[config.mk]
export PLATFORM = sky130hd
export DESIGN_NAME = wb_arb_nm_1s
export DESIGN_NICKNAME = d
export VERILOG_FILES = /design/src/rtl/wb_arb_nm_1s.sv
export SDC_FILE = /design/constraint.sdc
export NUM_CORES = 1
export LEC_CHECK = 0
export BUFFER_PORTS_ARGS = -buffer_cell sky130_fd_sc_hd__buf_4
export CAP_MARGIN = 20
export CORE_AREA = 2 2 175 177
export CTS_BUF_LIST = sky130_fd_sc_hd__clkbuf_16
export CTS_CLUSTER_DIAMETER = 100
export CTS_CLUSTER_SIZE = 16
export DETAILED_ROUTE_END_ITERATION = 12
export DIE_AREA = 0 0 177 179
export PLACE_DENSITY = 0.32
export SETUP_SLACK_MARGIN = 0.02
export SYNTH_ARGS = -nofsm -noshare
export SYNTH_HDL_FRONTEND = slang
export SYNTH_SLANG_ARGS = --single-unit
[constraint.sdc]
create_clock -name CLK -period 3.75 [get_ports CLK]
set_clock_uncertainty 0.15 [all_clocks]
set_input_delay 0.5625 -clock CLK [delete_from_list [all_inputs] [get_ports CLK]]
set_output_delay 0.5625 -clock CLK [all_outputs]
set_load 0.05 [all_outputs]
[src/rtl/wb_arb_nm_1s.sv]
// N-master / 1-slave Wishbone arbiter, fixed-priority or round-robin, ownership held for the request window.
// Optional watchdog under `WB_ARB_NM_TIMEOUT_EN: forces an ERR to the owner after TIMEOUT cycles without a slave response.
module wb_arb_nm_1s #(
  parameter int NUM_M    = 4,
  parameter int AW       = 32,
  parameter int DW       = 32,
  parameter int SW       = DW / 8,
  parameter int ARB_MODE = 0,
  parameter int TIMEOUT  = 255
) (
  input  logic                CLK,
  input  logic                RST_SYNC,
  input  logic                EN,
  input  logic [NUM_M-1:0]    WB_ARB_REQ_IN,
  output logic [NUM_M-1:0]    WB_ARB_GNT_OUT,
  input  logic [NUM_M*AW-1:0] WB_SL_ADR_IN,
  input  logic [NUM_M-1:0]    WB_SL_CYC_IN,
  input  logic [NUM_M-1:0]    WB_SL_STB_IN,
  input  logic [NUM_M-1:0]    WB_SL_WE_IN,
  input  logic [NUM_M*SW-1:0] WB_SL_SEL_IN,
  input  logic [NUM_M*DW-1:0] WB_SL_WR_DAT_IN,
  output logic [NUM_M-1:0]    WB_SL_STALL_OUT,
  output logic [NUM_M-1:0]    WB_SL_ACK_OUT,
  output logic [NUM_M-1:0]    WB_SL_ERR_OUT,
  output logic [DW-1:0]       WB_SL_RD_DAT_OUT,
  output logic [AW-1:0]       WB_M_ADR_OUT,
  output logic                WB_M_CYC_OUT,
  output logic                WB_M_STB_OUT,
  output logic                WB_M_WE_OUT,
  output logic [SW-1:0]       WB_M_SEL_OUT,
  output logic [DW-1:0]       WB_M_WR_DAT_OUT,
  input  logic                WB_M_STALL_IN,
  input  logic                WB_M_ACK_IN,
  input  logic                WB_M_ERR_IN,
  input  logic [DW-1:0]       WB_M_RD_DAT_IN
);

  localparam int IW = (NUM_M > 1) ? $clog2(NUM_M) : 1;

  typedef enum logic {IDLE, OWNED} state_t;

  state_t           state;
  logic [NUM_M-1:0] gnt;
  logic [IW-1:0]    owner;
  logic [IW-1:0]    ptr;
  logic [IW-1:0]    win_idx;
  logic [IW-1:0]    ptr_nxt;
  logic             gnt_any;
  logic             own_cyc;
  logic             to_fire;
  logic             to_mask;

  assign gnt_any        = |gnt;
  assign own_cyc        = WB_SL_CYC_IN[owner];
  assign WB_ARB_GNT_OUT = gnt;

  // Reverse scan so the first candidate in priority order is the one left in win_idx.
  always_comb begin
    int          idx;
    logic [IW-1:0] idx_b;
    win_idx = '0;
    idx     = 0;
    idx_b   = '0;
    if (ARB_MODE == 0) begin
      for (int i = NUM_M - 1; i >= 0; i--) begin
        idx_b = IW'(i);
        if (WB_ARB_REQ_IN[idx_b]) win_idx = idx_b;
      end
    end else begin
      for (int k = NUM_M - 1; k >= 0; k--) begin
        idx   = (int'(ptr) + k) % NUM_M;
        idx_b = IW'(idx);
        if (WB_ARB_REQ_IN[idx_b]) win_idx = idx_b;
      end
    end
  end

  assign ptr_nxt = (win_idx == IW'(NUM_M - 1)) ? '0 : win_idx + IW'(1);

  always_ff @(posedge CLK) begin
    if (RST_SYNC) begin
      state <= IDLE;
      gnt   <= '0;
      owner <= '0;
      ptr   <= '0;
    end else if (EN) begin
      case (state)
        IDLE: begin
          if (|WB_ARB_REQ_IN) begin
            gnt   <= NUM_M'(1) << win_idx;
            owner <= win_idx;
            if (ARB_MODE != 0) ptr <= ptr_nxt;
            state <= OWNED;
          end
        end
        OWNED: begin
          // Release always passes through IDLE, giving one dead cycle before any re-grant.
          if (!WB_ARB_REQ_IN[owner]) begin
            gnt   <= '0;
            state <= IDLE;
          end
        end
        default: begin
          gnt   <= '0;
          state <= IDLE;
        end
      endcase
    end
  end

`ifdef WB_ARB_NM_TIMEOUT_EN
  localparam int TW = (TIMEOUT > 0) ? $clog2(TIMEOUT + 1) : 1;

  logic [TW-1:0] to_cnt;

  assign to_fire = EN && gnt_any && (to_cnt == TW'(TIMEOUT));

  // to_mask swallows a slave response arriving just after the forced error.
  always_ff @(posedge CLK) begin
    if (RST_SYNC) begin
      to_cnt  <= '0;
      to_mask <= 1'b0;
    end else if (EN) begin
      to_mask <= to_fire;
      if (to_fire || !gnt_any || WB_M_ACK_IN || WB_M_ERR_IN)
        to_cnt <= '0;
      else if (own_cyc)
        to_cnt <= to_cnt + TW'(1);
    end
  end
`else
  logic [31:0] unused_timeout;

  assign unused_timeout = TIMEOUT;
  assign to_fire        = 1'b0;
  assign to_mask        = 1'b0;
`endif

  assign WB_M_CYC_OUT     = gnt_any && own_cyc && !to_fire;
  assign WB_M_STB_OUT     = gnt_any && WB_SL_STB_IN[owner] && !to_fire;
  assign WB_M_WE_OUT      = gnt_any && WB_SL_WE_IN[owner];
  assign WB_M_ADR_OUT     = gnt_any ? WB_SL_ADR_IN[owner*AW +: AW]    : '0;
  assign WB_M_SEL_OUT     = gnt_any ? WB_SL_SEL_IN[owner*SW +: SW]    : '0;
  assign WB_M_WR_DAT_OUT  = gnt_any ? WB_SL_WR_DAT_IN[owner*DW +: DW] : '0;
  assign WB_SL_RD_DAT_OUT = WB_M_RD_DAT_IN;

  always_comb begin
    WB_SL_STALL_OUT = '1;
    WB_SL_ACK_OUT   = '0;
    WB_SL_ERR_OUT   = '0;
    if (gnt_any) begin
      WB_SL_STALL_OUT[owner] = WB_M_STALL_IN;
      WB_SL_ACK_OUT[owner]   = WB_M_ACK_IN && !to_fire && !to_mask;
      WB_SL_ERR_OUT[owner]   = (WB_M_ERR_IN && !to_mask) || to_fire;
    end
  end

endmodule

# After elaboration in Yosys (flattened, before gate mapping)
# Cells that the tools add are included.
# word_totals
ff_bits	7
input_bits	326
out_inout_bits	119
# classes
shift	4
n_bitwise	5
n_eq_ne	2
n_lt_le_gt_ge	2
n_mux	26
reduce_logical	8
# ops
operator	count
$shiftx A128 B8 Y32	2
$mux W32	2
$mux W4	6
$shiftx A16 B5 Y4	1
$and A4 B4 Y4	2
$bmux W1 S2	4
$mux W2	4
$pmux W4 S2	1
$reduce_or A4 Y1	2
$mux W1	7
$reduce_and A3 Y1	2
$logic_and A1 B1 Y1	4
$ne A2 B2 Y1 const B	2
$not A4 Y4	1
$or A4 B4 Y4	1
$shl A1 B2 Y4 const A	1
$lt A2 B3 Y1 const B	1
$demux W1 S2	1
$ge A2 B1 Y1 const B	1
$pmux W1 S2	1
$not A1 Y1	1

# Depth between registers and ports, before layout
# depth
depth_word	7
ltp_mapped	5

# Worst setup path after synthesis
# OpenSTA, ideal clock, no wires.
# synth_path
kind	reg-to-output
startpoint	reg gnt[2], in the netlist WB_ARB_GNT_OUT[2]
endpoint	out WB_SL_ACK_OUT[0]
setup_slack_ns	0.836
required_ns	3.037
n_path_buf	1
arrival_time_ns	2.202
stages_incl_launch_ff	5
path_cell_list	dfxtp_1 -> nor4_2 -> clkbuf_2 -> nand2b_1 -> nor3_1
# synth_between
elab_chain_cells	2
# synth_lines
item	line_no	rtl
start: declaration	43	logic [NUM_M-1:0] gnt;
start signal: assignment	90	gnt <= NUM_M'(1) << win_idx;
$reduce_or A4 Y1	53	assign gnt_any = |gnt;
$mux W4	151	if (gnt_any) begin
end: declaration	23	output logic [NUM_M-1:0] WB_SL_ACK_OUT,
# No other way between the ends.

# Worst setup path after layout
# layout_path
startpoint	reg owner[0]
endpoint	out WB_M_ADR_OUT[3]
# layout_between
elab_chain_cells	2
# layout_lines
item	line_no	rtl
start: declaration	44	logic [IW-1:0] owner;
start signal: assignment	91	owner <= win_idx;
$shiftx A128 B8 Y32	142	assign WB_M_ADR_OUT = gnt_any ? WB_SL_ADR_IN[owner*AW +: AW] : '0;
$mux W32	142	
end: declaration	26	output logic [AW-1:0] WB_M_ADR_OUT,
# No other way between the ends.

==> impl_results.html <==
<table>
<tr><th>Metric</th><th>Value</th></tr>
<tr><th colspan="2">Timing</th></tr>
<tr><td>Count of endpoints failing hold in the final timing report</td><td>0</td></tr>
<tr><td>Worst slew margin relative to its limit</td><td>0.626</td></tr>
<tr><td>Hold WS</td><td>0.369 ns</td></tr>
<tr><td>Period minus WS final</td><td>2.85 ns</td></tr>
<tr><td>Final Max Slew Viols</td><td>0</td></tr>
<tr><td>Unrepaired setup endpoints after global routing</td><td>no</td></tr>
<tr><td>Share of the clock period used by the worst path</td><td>0.759</td></tr>
<tr><td>Accumulated negative setup slack</td><td>0 ns</td></tr>
<tr><td>Transition time of the tightest slew-check pin</td><td>0.562 ns</td></tr>
<tr><td>Final setup viols</td><td>0</td></tr>
<tr><td>Maximum clock rate</td><td>351 MHz</td></tr>
<tr><td>Final worst setup slack</td><td>0.903 ns</td></tr>
<tr><th colspan="2">GRT</th></tr>
<tr><td>Initial antenna violation count</td><td>4</td></tr>
<tr><td>Global-route wire length before repair</td><td>24.3 mm</td></tr>
<tr><td>Maximum number of pins on one net before global-route repair</td><td>49</td></tr>
<tr><td>Overall overflow remaining after global route</td><td>0</td></tr>
<tr><td>Number of global-route vias before repair</td><td>3,853</td></tr>
<tr><td>Global-route usage over all layers</td><td>0.102</td></tr>
<tr><th colspan="2">Synth</th></tr>
<tr><td>Synthesized net count</td><td>587</td></tr>
<tr><td>Mean Syn Cell Area</td><td>11.0 µm²</td></tr>
<tr><td>Number of cells produced by synthesis</td><td>261</td></tr>
<tr><td>Synthesis warning total</td><td>0</td></tr>
<tr><td>Synth unique cells</td><td>29</td></tr>
<tr><td>Sequential area share after synthesis</td><td>0.0488</td></tr>
<tr><td>Count of state elements after synthesis</td><td>7</td></tr>
<tr><td>Post-Synthesis Cell Area</td><td>2870 µm²</td></tr>
<tr><th colspan="2">Cells and area</th></tr>
<tr><td>Area occupied by registers</td><td>148 µm²</td></tr>
<tr><td>Area Growth Syn to Fin</td><td>111%</td></tr>
<tr><td>Fillers</td><td>3,351</td></tr>
<tr><td>Number of nets in the layout</td><td>920</td></tr>
<tr><td>Most frequent standard cell in the layout excluding fill and tap cells</td><td>sky130_fd_sc_hd__buf_4</td></tr>
<tr><td>Share of cells above drive strength 1</td><td>0.788</td></tr>
<tr><td>Multi-input gate area</td><td>2360 µm²</td></tr>
<tr><td>Summed area of non-filler cells in the final layout</td><td>6040 µm²</td></tr>
<tr><td>Core occupancy in the finished layout</td><td>0.201</td></tr>
<tr><td>Commonest non-fill, non-tap cells in the layout</td><td>sky130_fd_sc_hd__buf_4, sky130_fd_sc_hd__mux4_2, sky130_fd_sc_hd__nor2b_1</td></tr>
<tr><td>Final cell count without fillers</td><td>991</td></tr>
<tr><th colspan="2">Clock tree</th></tr>
<tr><td>Clock tree from TritonCTS</td><td>yes</td></tr>
<tr><td>Max clock buf depth</td><td>2</td></tr>
<tr><td>Number of hold-repair buffers added at the cts stage</td><td>0</td></tr>
<tr><td>CTS root buf</td><td>sky130_fd_sc_hd__clkbuf_16</td></tr>
<tr><td>Number of buffers created by CTS</td><td>3</td></tr>
<tr><td>Number of levels the H-tree was split into</td><td>1</td></tr>
<tr><td>Number of sinks on the clock net</td><td>7</td></tr>
<tr><td>PostCTS Resize Cnt</td><td>0</td></tr>
<tr><td>Clock insertion delay at the later pin of the skew report</td><td>0.23 ns</td></tr>
<tr><td>Register clock-pin slew on the reported worst setup and hold paths</td><td>0.04 ns</td></tr>
<tr><td>Post-CTS Setup Bufs</td><td>0</td></tr>
<tr><th colspan="2">Pwr</th></tr>
<tr><td>Max rail drop VDD</td><td>0.144 mV</td></tr>
<tr><td>Leak Pwr</td><td>2.64 nW</td></tr>
<tr><td>Overall Power</td><td>1.21 mW</td></tr>
<tr><td>Ratio of total power to cell area</td><td>200 nW/µm²</td></tr>
<tr><th colspan="2">Worst setup path</th></tr>
<tr><td>Critical path type</td><td>reg2out</td></tr>
<tr><td>Launching element of the worst setup path</td><td>owner[0]$_SDFFE_PP0P_</td></tr>
<tr><td>Origin of the critical flop-to-flop path</td><td>owner[1]$_SDFFE_PP0P_</td></tr>
<tr><td>Crit path max fanout</td><td>25</td></tr>
<tr><td>Critical path arrival</td><td>2.13 ns</td></tr>
<tr><td>Worst setup EP type</td><td>output port</td></tr>
<tr><td>Data required time at the worst endpoint</td><td>3.04 ns</td></tr>
<tr><td>Nature of the critical path startpoint</td><td>register</td></tr>
<tr><th colspan="2">Detailed routing</th></tr>
<tr><td>Number of iterations in the first detailed-routing pass</td><td>4</td></tr>
<tr><td>Vias post-DR</td><td>3,640</td></tr>
<tr><td>Total wire length after detailed routing</td><td>17.9 mm</td></tr>
<tr><td>Average wire per cell in the routed design</td><td>18.0 µm</td></tr>
<tr><td>Post-route ant nets</td><td>0</td></tr>
<tr><td>Via-per-instance ratio</td><td>3.67</td></tr>
<tr><td>DR DRC count</td><td>0</td></tr>
<tr><td>Starting DRC count in detailed routing</td><td>79</td></tr>
<tr><th colspan="2">Die</th></tr>
<tr><td>DIE AREA</td><td>31,700 µm²</td></tr>
<tr><td>Die width</td><td>177 µm</td></tr>
<tr><td>Die H</td><td>179 µm</td></tr>
<tr><td>Starting Density</td><td>0.0955</td></tr>
<tr><td>Top Ports</td><td>445</td></tr>
<tr><td>Core ar.</td><td>30,000 µm²</td></tr>
<tr><td>Placement Rows</td><td>64</td></tr>
<tr><th colspan="2">Place</th></tr>
<tr><td>Worst setup slack after placement</td><td>1.10 ns</td></tr>
<tr><td>Placed instance count</td><td>985</td></tr>
<tr><td>GP Congestion</td><td>0.822</td></tr>
<tr><td>Number of buffers added on ports</td><td>380</td></tr>
<tr><td>Cell area after placement</td><td>5960 µm²</td></tr>
<tr><td>HPWL after DPL</td><td>15.8 mm</td></tr>
<tr><th colspan="2">Min path</th></tr>
<tr><td>Startpoint of the tightest hold check path</td><td>WB_ARB_GNT_OUT[1]$_SDFFE_PP0P_</td></tr>
<tr><td>Worst min-delay path category</td><td>reg2reg</td></tr>
<tr><th colspan="2">Flow run</th></tr>
<tr><td>Max-capacitance violation count</td><td>0</td></tr>
<tr><th colspan="2">Outcome</th></tr>
<tr><td>Result of the run</td><td>finished, final reports clean</td></tr>
</table>
metal layers:
metal,share of wire,track usage,vias up
met4,0.012,0.0141,4
met1,0.37,0.118,1765
met5,0.0013,0,-
met2,0.52,0.184,219
met3,0.11,0.0350,16
li1,-,-,1636
area by class of cell:
type                    instances  area share
diodes                          2    0.000828
multi-input cells             190       0.390
repair buffers                386       0.486
well taps                     396      0.0820
clock buffers                   3      0.0124
clock inverters                 1    0.000621
inverters                       6     0.00373
flip-flops and latches          7      0.0244
logic make-up (layout without fill, tap and decap cells):
logic type | after synthesis | in the layout | synth area share
simple gates | 107 | 107 | 0.226
other cells | 0 | 2 | 0
buf+inv | 64 | 396 | 0.132
mux | 72 | 72 | 0.567
flops | 7 | 7 | 0.0488
compound gates | 11 | 11 | 0.0266
cell usage after synthesis (all sizes together):
library cell | count | share of area
a21oi | 3 | 0.0052
nand4b | 1 | 0.0031
nor3b | 1 | 0.0026
or4 | 1 | 0.0039
o31ai | 4 | 0.010
o21ai | 1 | 0.0017
clkbuf | 11 | 0.015
nand2b | 5 | 0.011
or2 | 1 | 0.0022
nor4 | 1 | 0.0044
inv | 6 | 0.0078
nor2 | 11 | 0.014
mux4 | 72 | 0.57
buf | 47 | 0.11
o2111ai | 1 | 0.0031
and2b | 8 | 0.021
nand2 | 5 | 0.0065
dfxtp | 7 | 0.049
a21bo | 1 | 0.0035
nor2b | 65 | 0.14
or3 | 2 | 0.0044
nor3 | 3 | 0.0052
nand3 | 3 | 0.0052
a21o | 1 | 0.0026
power by group:
part	switching (mW)	internal [mW]	leakage (nW)
combinational	0.464	0.463	2.54
clock	0.0407	0.139	0.0423
sequential	0.0226	0.0786	0.0587
total	0.528	0.681	2.64
final timing paths:
check                                    to  slack [ns]  cells after the start
max                         WB_M_ADR_OUT[3]        0.90                      4
min          WB_ARB_GNT_OUT[1]$_SDFFE_PP0P_        0.37                      2
max reg2reg  WB_ARB_GNT_OUT[3]$_SDFFE_PP0P_        1.74                      3
min reg2reg  WB_ARB_GNT_OUT[1]$_SDFFE_PP0P_        0.37                      2
flip-flops by register name, indices dropped and copies added (netlist names):
register        cells
owner               2
WB_ARB_GNT_OUT      4
state               1
critical path, cell delays in order (launching register included):
cell and delay [ns]:
sky130_fd_sc_hd__dfxtp_4 0.65, sky130_fd_sc_hd__buf_4 0.33, sky130_fd_sc_hd__mux4_2 0.55, sky130_fd_sc_hd__nor2b_1 0.15, sky130_fd_sc_hd__buf_4 0.21
Note: power is estimated with default switching activity, not from simulation.
